File: src/rtl/sprite_pkg.sv
// sprite_pkg: shared word layout, velocity type and walk FSM states for the sprite motion updater.
//   XPOS_LSB / YPOS_LSB : bit positions of xpos and ypos inside a sprite position word
//   ATTR_WORD_OFS       : offset of the attribute word from the position word (never written)
//   vel_t               : 3-bit signed per-axis velocity (-3..+3)
//   state_t             : walk FSM states
package sprite_pkg;
    localparam int XPOS_LSB      = 0;
    localparam int YPOS_LSB      = 8;
    localparam int ATTR_WORD_OFS = 1;

    typedef logic signed [2:0] vel_t;

    typedef enum logic [2:0] {IDLE, RD, WAIT, CAP, CALC, WR, NEXT} state_t;
endpackage

File: src/rtl/sprite_motion_updater_if.sv
// sprite_motion_updater_if: sprite table RAM port shared between the motion updater and the RAM/arbiter.
//   ram_addr  : word address (position word of sprite i is 2*i)
//   ram_wdata : write data
//   ram_we    : write strobe
//   ram_rdata : synchronous RAM read data, valid one clock after the address
//   ram_busy  : renderer currently owns the RAM
//   master : updater side, slave : RAM side
interface sprite_motion_updater_if #(
    parameter int NB = 5
);
    logic [NB:0] ram_addr;
    logic [15:0] ram_wdata;
    logic        ram_we;
    logic [15:0] ram_rdata;
    logic        ram_busy;

    modport master (output ram_addr, ram_wdata, ram_we, input ram_rdata, ram_busy);
    modport slave  (input ram_addr, ram_wdata, ram_we, output ram_rdata, ram_busy);
endinterface

File: src/rtl/sprite_axis_step.sv
// sprite_axis_step: one-axis position update; bounces at 0/max by default, wraps when SPRITE_WRAP_EN is defined.
//   pos     : current position (0..max)
//   vel     : signed velocity
//   max     : largest legal position
//   new_pos : updated position
//   new_vel : updated velocity (negated on a bounce, unchanged when wrapping)
module sprite_axis_step
    import sprite_pkg::*;
(
    input  logic [7:0] pos,
    input  vel_t       vel,
    input  logic [7:0] max,
    output logic [7:0] new_pos,
    output vel_t       new_vel
);
    logic signed [9:0] n;
    logic signed [9:0] lim;

    assign n   = $signed({2'b00, pos}) + $signed({{7{vel[2]}}, vel});
    assign lim = $signed({2'b00, max});

`ifdef SPRITE_WRAP_EN
    logic signed [9:0] wrapped;

    assign wrapped = n < 0 ? n + lim + 10'sd1 : n > lim ? n - lim - 10'sd1 : n;
    assign new_pos = wrapped[7:0];
    assign new_vel = vel;
`else
    assign new_pos = n < 0 ? 8'd0 : n > lim ? max : n[7:0];
    assign new_vel = (n < 0 || n > lim) ? -vel : vel;
`endif
endmodule

File: src/rtl/sprite_motion_updater.sv
// sprite_motion_updater: once per frame reads every sprite position word, steps it by its velocity and writes it back.
//   clk, reset  : clock, synchronous active-high reset
//   hpos, vpos  : raster counters; walk starts at vpos==START_LINE, hpos==0
//   enable      : sampled at the start point, 0 skips the frame
//   ram         : sprite table RAM port (master side)
//   frame_done  : one-cycle pulse after the last sprite has been written
// Optional macro SPRITE_WRAP_EN (in sprite_axis_step): edges wrap instead of bounce.
module sprite_motion_updater
    import sprite_pkg::*;
#(
    parameter int NB         = 5,
    parameter int START_LINE = 256,
    parameter int XMAX       = 240,
    parameter int YMAX       = 224
) (
    input  logic                     clk,
    input  logic                     reset,
    input  logic [8:0]               hpos,
    input  logic [8:0]               vpos,
    input  logic                     enable,
    sprite_motion_updater_if.master  ram,
    output logic                     frame_done
);
    localparam int N = 1 << NB;

    state_t        state, state_nx;
    logic [NB-1:0] idx;
    logic [7:0]    x, y, nx, ny;
    vel_t          vx [N];
    vel_t          vy [N];
    vel_t          nvx, nvy;
    logic [NB:0]   addr_q;
    logic [15:0]   wdata_q;
    logic          we_q;
    logic          start, last;
    logic          go, ld_addr, cap, calc, wr, nxt;

    assign start = enable && vpos == 9'(START_LINE) && hpos == 9'd0;
    assign last  = &idx;

    assign ram.ram_addr  = addr_q;
    assign ram.ram_wdata = wdata_q;
    // A pending write is held off while the renderer owns the RAM.
    assign ram.ram_we    = we_q && !ram.ram_busy;

    sprite_axis_step u_x (.pos(x), .vel(vx[idx]), .max(8'(XMAX)), .new_pos(nx), .new_vel(nvx));
    sprite_axis_step u_y (.pos(y), .vel(vy[idx]), .max(8'(YMAX)), .new_pos(ny), .new_vel(nvy));

    always_ff @(posedge clk) begin
        state <= reset ? IDLE : state_nx;
    end

    always_comb begin
        state_nx = state;
        if (state == IDLE) begin
            state_nx = start ? RD : IDLE;
        end else if (ram.ram_busy) begin
            // Data read before or during a busy window may be stale: re-read the sprite.
            state_nx = (state == WAIT || state == CAP) ? RD : state;
        end else begin
            case (state)
                RD:      state_nx = WAIT;
                WAIT:    state_nx = CAP;
                CAP:     state_nx = CALC;
                CALC:    state_nx = WR;
                WR:      state_nx = NEXT;
                NEXT:    state_nx = last ? IDLE : RD;
                default: state_nx = IDLE;
            endcase
        end
    end

    always_comb begin
        go      = state != IDLE && !ram.ram_busy;
        ld_addr = go && state == RD;
        cap     = go && state == CAP;
        calc    = go && state == CALC;
        wr      = go && state == WR;
        nxt     = go && state == NEXT;
    end

    always_ff @(posedge clk) begin
        if (reset) begin
            idx        <= '0;
            x          <= '0;
            y          <= '0;
            addr_q     <= '0;
            wdata_q    <= '0;
            we_q       <= 1'b0;
            frame_done <= 1'b0;
            for (int k = 0; k < N; k++) begin
                vx[k] <= k[0] ? -3'sd1 : 3'sd1;
                vy[k] <= k[1] ? -3'sd1 : 3'sd1;
            end
        end else begin
            frame_done <= nxt && last;
            we_q       <= wr || (we_q && ram.ram_busy);
            if (ld_addr) addr_q <= {idx, 1'b0} & ~(NB+1)'(ATTR_WORD_OFS);
            if (cap) begin
                x <= ram.ram_rdata[XPOS_LSB +: 8];
                y <= ram.ram_rdata[YPOS_LSB +: 8];
            end
            if (calc) begin
                x       <= nx;
                y       <= ny;
                vx[idx] <= nvx;
                vy[idx] <= nvy;
            end
            if (wr) begin
                wdata_q[XPOS_LSB +: 8] <= x;
                wdata_q[YPOS_LSB +: 8] <= y;
            end
            if (nxt) idx <= last ? '0 : idx + 1'b1;
        end
    end
endmodule

File: src/flat_wrapper.sv
// flat-port wrapper written by rule: the top's interface ports become plain ports
module sprite_motion_updater_flat import sprite_pkg::*;
#(
    parameter int NB         = 5,
    parameter int START_LINE = 256,
    parameter int XMAX       = 240,
    parameter int YMAX       = 224
)
  (clk, reset, hpos, vpos, enable, frame_done, ram_ram_addr, ram_ram_wdata, ram_ram_we, ram_ram_rdata, ram_ram_busy);
  sprite_motion_updater_if #(.NB(NB)) ram_i ();
  input  logic clk;
  input  logic reset;
  input  logic [8:0] hpos;
  input  logic [8:0] vpos;
  input  logic enable;
  output logic frame_done;
  output wire logic [$bits(ram_i.ram_addr)-1:0] ram_ram_addr;
  output wire logic [$bits(ram_i.ram_wdata)-1:0] ram_ram_wdata;
  output wire logic [$bits(ram_i.ram_we)-1:0] ram_ram_we;
  input wire logic [$bits(ram_i.ram_rdata)-1:0] ram_ram_rdata;
  input wire logic [$bits(ram_i.ram_busy)-1:0] ram_ram_busy;
  assign ram_ram_addr = ram_i.ram_addr;
  assign ram_ram_wdata = ram_i.ram_wdata;
  assign ram_ram_we = ram_i.ram_we;
  assign ram_i.ram_rdata = ram_ram_rdata;
  assign ram_i.ram_busy = ram_ram_busy;
  sprite_motion_updater #(.NB(NB), .START_LINE(START_LINE), .XMAX(XMAX), .YMAX(YMAX)) u_core (.clk(clk), .reset(reset), .hpos(hpos), .vpos(vpos), .enable(enable), .ram(ram_i), .frame_done(frame_done));
endmodule
File: config.mk
export PLATFORM = sky130hd
export DESIGN_NAME = sprite_motion_updater_flat
export DESIGN_NICKNAME = d
export VERILOG_FILES = /design/src/rtl/sprite_pkg.sv /design/src/rtl/sprite_motion_updater_if.sv /design/src/rtl/sprite_axis_step.sv /design/src/rtl/sprite_motion_updater.sv /design/src/flat_wrapper.sv
export SDC_FILE = /design/constraint.sdc
export NUM_CORES = 1
export LEC_CHECK = 0
export BUFFER_PORTS_ARGS = -buffer_cell sky130_fd_sc_hd__buf_2
export CAP_MARGIN = 20
export CELL_PAD_IN_SITES_DETAIL_PLACEMENT = 1
export CELL_PAD_IN_SITES_GLOBAL_PLACEMENT = 2
export CORE_MARGIN = 10
export CORE_UTILIZATION = 25
export CTS_BUF_LIST = sky130_fd_sc_hd__clkbuf_8 sky130_fd_sc_hd__clkbuf_16
export CTS_CLUSTER_DIAMETER = 200
export DETAILED_ROUTE_END_ITERATION = 6
export PLACE_DENSITY = 0.58
export SLEW_MARGIN = 20
export SYNTH_ARGS = -nofsm -noshare
export SYNTH_HDL_FRONTEND = slang
export SYNTH_HIERARCHICAL = 1
export SYNTH_SLANG_ARGS = --single-unit
File: constraint.sdc
create_clock -name clk -period 11.15 [get_ports clk]
set_clock_uncertainty 0.1 [all_clocks]
set_input_delay 2.23 -clock clk [delete_from_list [all_inputs] [get_ports clk]]
set_output_delay 2.23 -clock clk [all_outputs]
set_load 0.1 [all_outputs]
==> out/qor.yml <==
run_status:
  status: "finished clean"
clocking:
  postCtsSetupRepairBufs: 0
  ctsRootBufferMaster: "clkbuf_16"
  clock_sinks: 244
  clk_path_buf_depth: 3
  tritoncts: "built"
  htree_num_levels: 1
  worstSkewPairLatency_ps: 580
  post_cts_resize_count: 0
  cts.clk_slew.worst_paths_ps: 60
  cts_hold_repair.buffers: 0
  cts_made_buffers: 28
drt:
  met2WireLength_mm: 18.3
  met3_wirelength_mm: 1.08
  m1WireLength_mm: 15.9
  routedWlPerCell_um: 20.3
  highest_layer: "met4"
  via_per_inst: 4.64
  initialDrtViolationCount: 525
  drt_wl_total_mm: 36.2
  detail_route.first_pass.iterations: 5
  ant_nets: 0
  vias_after_detailed_routing: 8292
  route.detailed.drc: 0
placed_design:
  area_of_placed_instances_mm2: 0.0137
  finalWeightedCongestion: 0.783
  hpwl_mm: 25.1
  port_buffers: 60
floorplanning:
  core_region_area_mm2: 0.0500
  fp.dieH_um: 244
  floorplan.rows: 82
  die_w_um: 244
  initial_utilization_pct: 25.2
  dieArea_mm2: 0.0597
  io_pins: 62
synth:
  yosys_most_used_dff: "edfxtp_1"
  synth.yosys.seq_area_share_pct: 54.1
  synth.lib_cells_used.distinct: 69
  number_of_synthesized_flops_with_an_enable_pin: 192
  average_footprint_of_a_synthesized_cell_um2: 12.3
  synth_cells: 1027
  ys_warn_count: 6
  netlist.area_leader.share_pct: 45.8
  synth_area_leaders: "edfxtp_1, mux4_2, dfxtp_1"
  cell_taking_the_most_area_after_synthesis: "edfxtp_1"
  yosys_reg_bits: 244
  async_reset_ff_share_pct: 0
  synthesis.area_mm2: 0.0126
timing:
  report.final.setup_viol: 0
  report.final.slew_viol_count: 0
  finalWorstPathRequiredPeriod_ps: 7710
  period_share_pct: 69.2
  setup_tns_ps: 0
  worst-slew-pin-transition_ps: 1080
  rsz0062_at_grt: "false"
  max_freq_mhz: 130
  hold_viol_final: 0
  slew-limit-headroom_pct: 27.4
grt:
  globalRoute.totalOverflow: 0
  grt_start_max_net_pins: 43
  groute.usage.overall_pct: 12.0
  grt_pass1_vias: 8977
  wire_length_of_the_first_global_routing_pass_mm: 56.0
  antenna_violations_before_repair: 0
finish:
  synthToLayoutAreaGrowth_pct: 15.7
  finalCoreUtilization_pct: 29.1
  post-route-cell-area_mm2: 0.0146
  post_route_cells_drive_above_1_share_pct: 18.7
  post_layout_net_count: 1174
  antenna_cells: 0
worst_setup_path:
  worst-endpoint-arrival_ps: 7990
  setup.reg_to_reg.worst_slack_ps: 3440
  critPathCaptureType: "flop"
  crit_required_ps: 11430
  worstSetupStartpointType: "flop"
  worst-setup-path-type: "flop to flop"
  crit_fanout: 34
min_path:
  min-delay-path-class: "flop to flop"
power:
  power_density_mw_per_mm2: 138
  power_uw: 2010
  power.static_leakage_uw: 0.00500
  vdd_drop_max_mv: 0.115
run:
  max_cap_violations: 0
-- area by class of cell --
type / count / area (um2)
Clock inverter: 24 / 169
Inverter: 31 / 116
Tap cell: 672 / 841
Fill cell: 5525 / 35400
Sequential cell: 244 / 6810
Clock buffer: 28 / 701
Timing Repair Buffer: 79 / 463
Multi-Input combinational cell: 709 / 5460
-- kinds of logic (layout without fill, tap and decap cells) --
| logic type | after synthesis | after routing | synth area share (%) |
|---|---|---|---|
| and+or+nand+nor | 412 | 412 | 17.2 |
| buffers and inverters | 105 | 162 | 3.53 |
| muxes | 87 | 87 | 13.0 |
| DFF | 244 | 244 | 54.1 |
| xor gates and xnor gates | 15 | 15 | 1.16 |
| AOI/OAI and AO/OA | 119 | 119 | 6.56 |
| other | 2 | 33 | 0.0597 |
| adders and majority gates | 43 | 43 | 4.39 |
-- per-stage QoR --
step	hold WS, ps	worst slack [ps]	cells
after CTS	354	3300	1786
after global placement	340	3400	1734
final	351	3440	1787
after floorplan	341	5050	1058
after detailed placement	346	3350	1734
after global routing	379	2750	1787
-- metal layers --
metal / global-route usage, % / vias to the layer above
met5: 0 / -
met4: 3.01 / 0
met3: 1.61 / 44
met2: 21.4 / 109
met1: 15.1 / 4221
li1: - / 3918
-- synth_stat cells (all sizes together) (7+ instances only) --
| library cell | number |
|---|---|
| edfxtp | 192 |
| nand3 | 81 |
| nor2 | 76 |
| nand2 | 65 |
| mux4 | 60 |
| or2 | 58 |
| clkbuf | 55 |
| dfxtp | 52 |
| a21oi | 49 |
| ha | 41 |
| nand2b | 41 |
| inv | 27 |
| and2 | 24 |
| nor3 | 21 |
| buf | 19 |
| mux2i | 17 |
| a21o | 15 |
| a222oi | 14 |
| o21ai | 14 |
| nor2b | 11 |
| mux2 | 10 |
| xnor2 | 9 |
| a211oi | 7 |
| nor4 | 7 |
-- registers in the layout, summed over array words and instances, names as in the netlist, named ones only --
signal	cells
u_core/frame_done	1
u_core/idx	5
u_core/ram.ram_addr	5
u_core/ram.ram_wdata	16
u_core/state	3
u_core/vx	96
u_core/vy	96
u_core/we_q	1
u_core/x	8
u_core/y	8
-- where the power goes --
part	total [uW]	internal, uW	switching, uW
sequential	1020	1010	9.93
combinational	109	38.9	70.4
clock	877	483	395
-- layout by cell type (no fill, tap or decap), drive strengths merged, types with 19 or more instances in the layout --
| cell type | Yosys | final |
|---|---|---|
| buf | 19 | 79 |
| mux4 | 60 | 60 |
| nand2b | 41 | 41 |
| inv | 27 | 32 |
| a21oi | 49 | 49 |
| and2 | 24 | 24 |
| nor2 | 76 | 76 |
| nand3 | 81 | 81 |
| clkbuf | 55 | 28 |
| clkinv | 4 | 19 |
| nor3 | 21 | 21 |
| ha | 41 | 41 |
| nand2 | 65 | 65 |
| edfxtp | 192 | 192 |
| conb | 2 | 33 |
| or2 | 58 | 58 |
| dfxtp | 52 | 52 |
-- worst paths after layout --
check                     startpoint                      end  cells after the start
max                             flop         u_core/vy[12][1]                     19
min reg2reg  u_core/ram.ram_wdata[1]  u_core/ram.ram_wdata[1]                      2
max reg2reg                     flop         u_core/vy[12][1]                     19
min          u_core/ram.ram_wdata[1]  u_core/ram.ram_wdata[1]                      2
-- critical path: stages, from the launching register on --
cell and delay (ps):
dfxtp_4 640, buf_4 560, mux4_2 580, mux4_2 470, mux2_2 530, ha_1 350, fa_1 430, a211oi_1 320
o21bai_1 120, a21oi_1 180, xnor2_1 170, ha_1 200, nand3_1 80, nor3_1 140, a31oi_1 90, a211oi_2 840
nand2b_2 130, mux2_4 290, clkinv_1 740, nor4_1 510
Note: power is estimated with default switching activity, not from simulation.
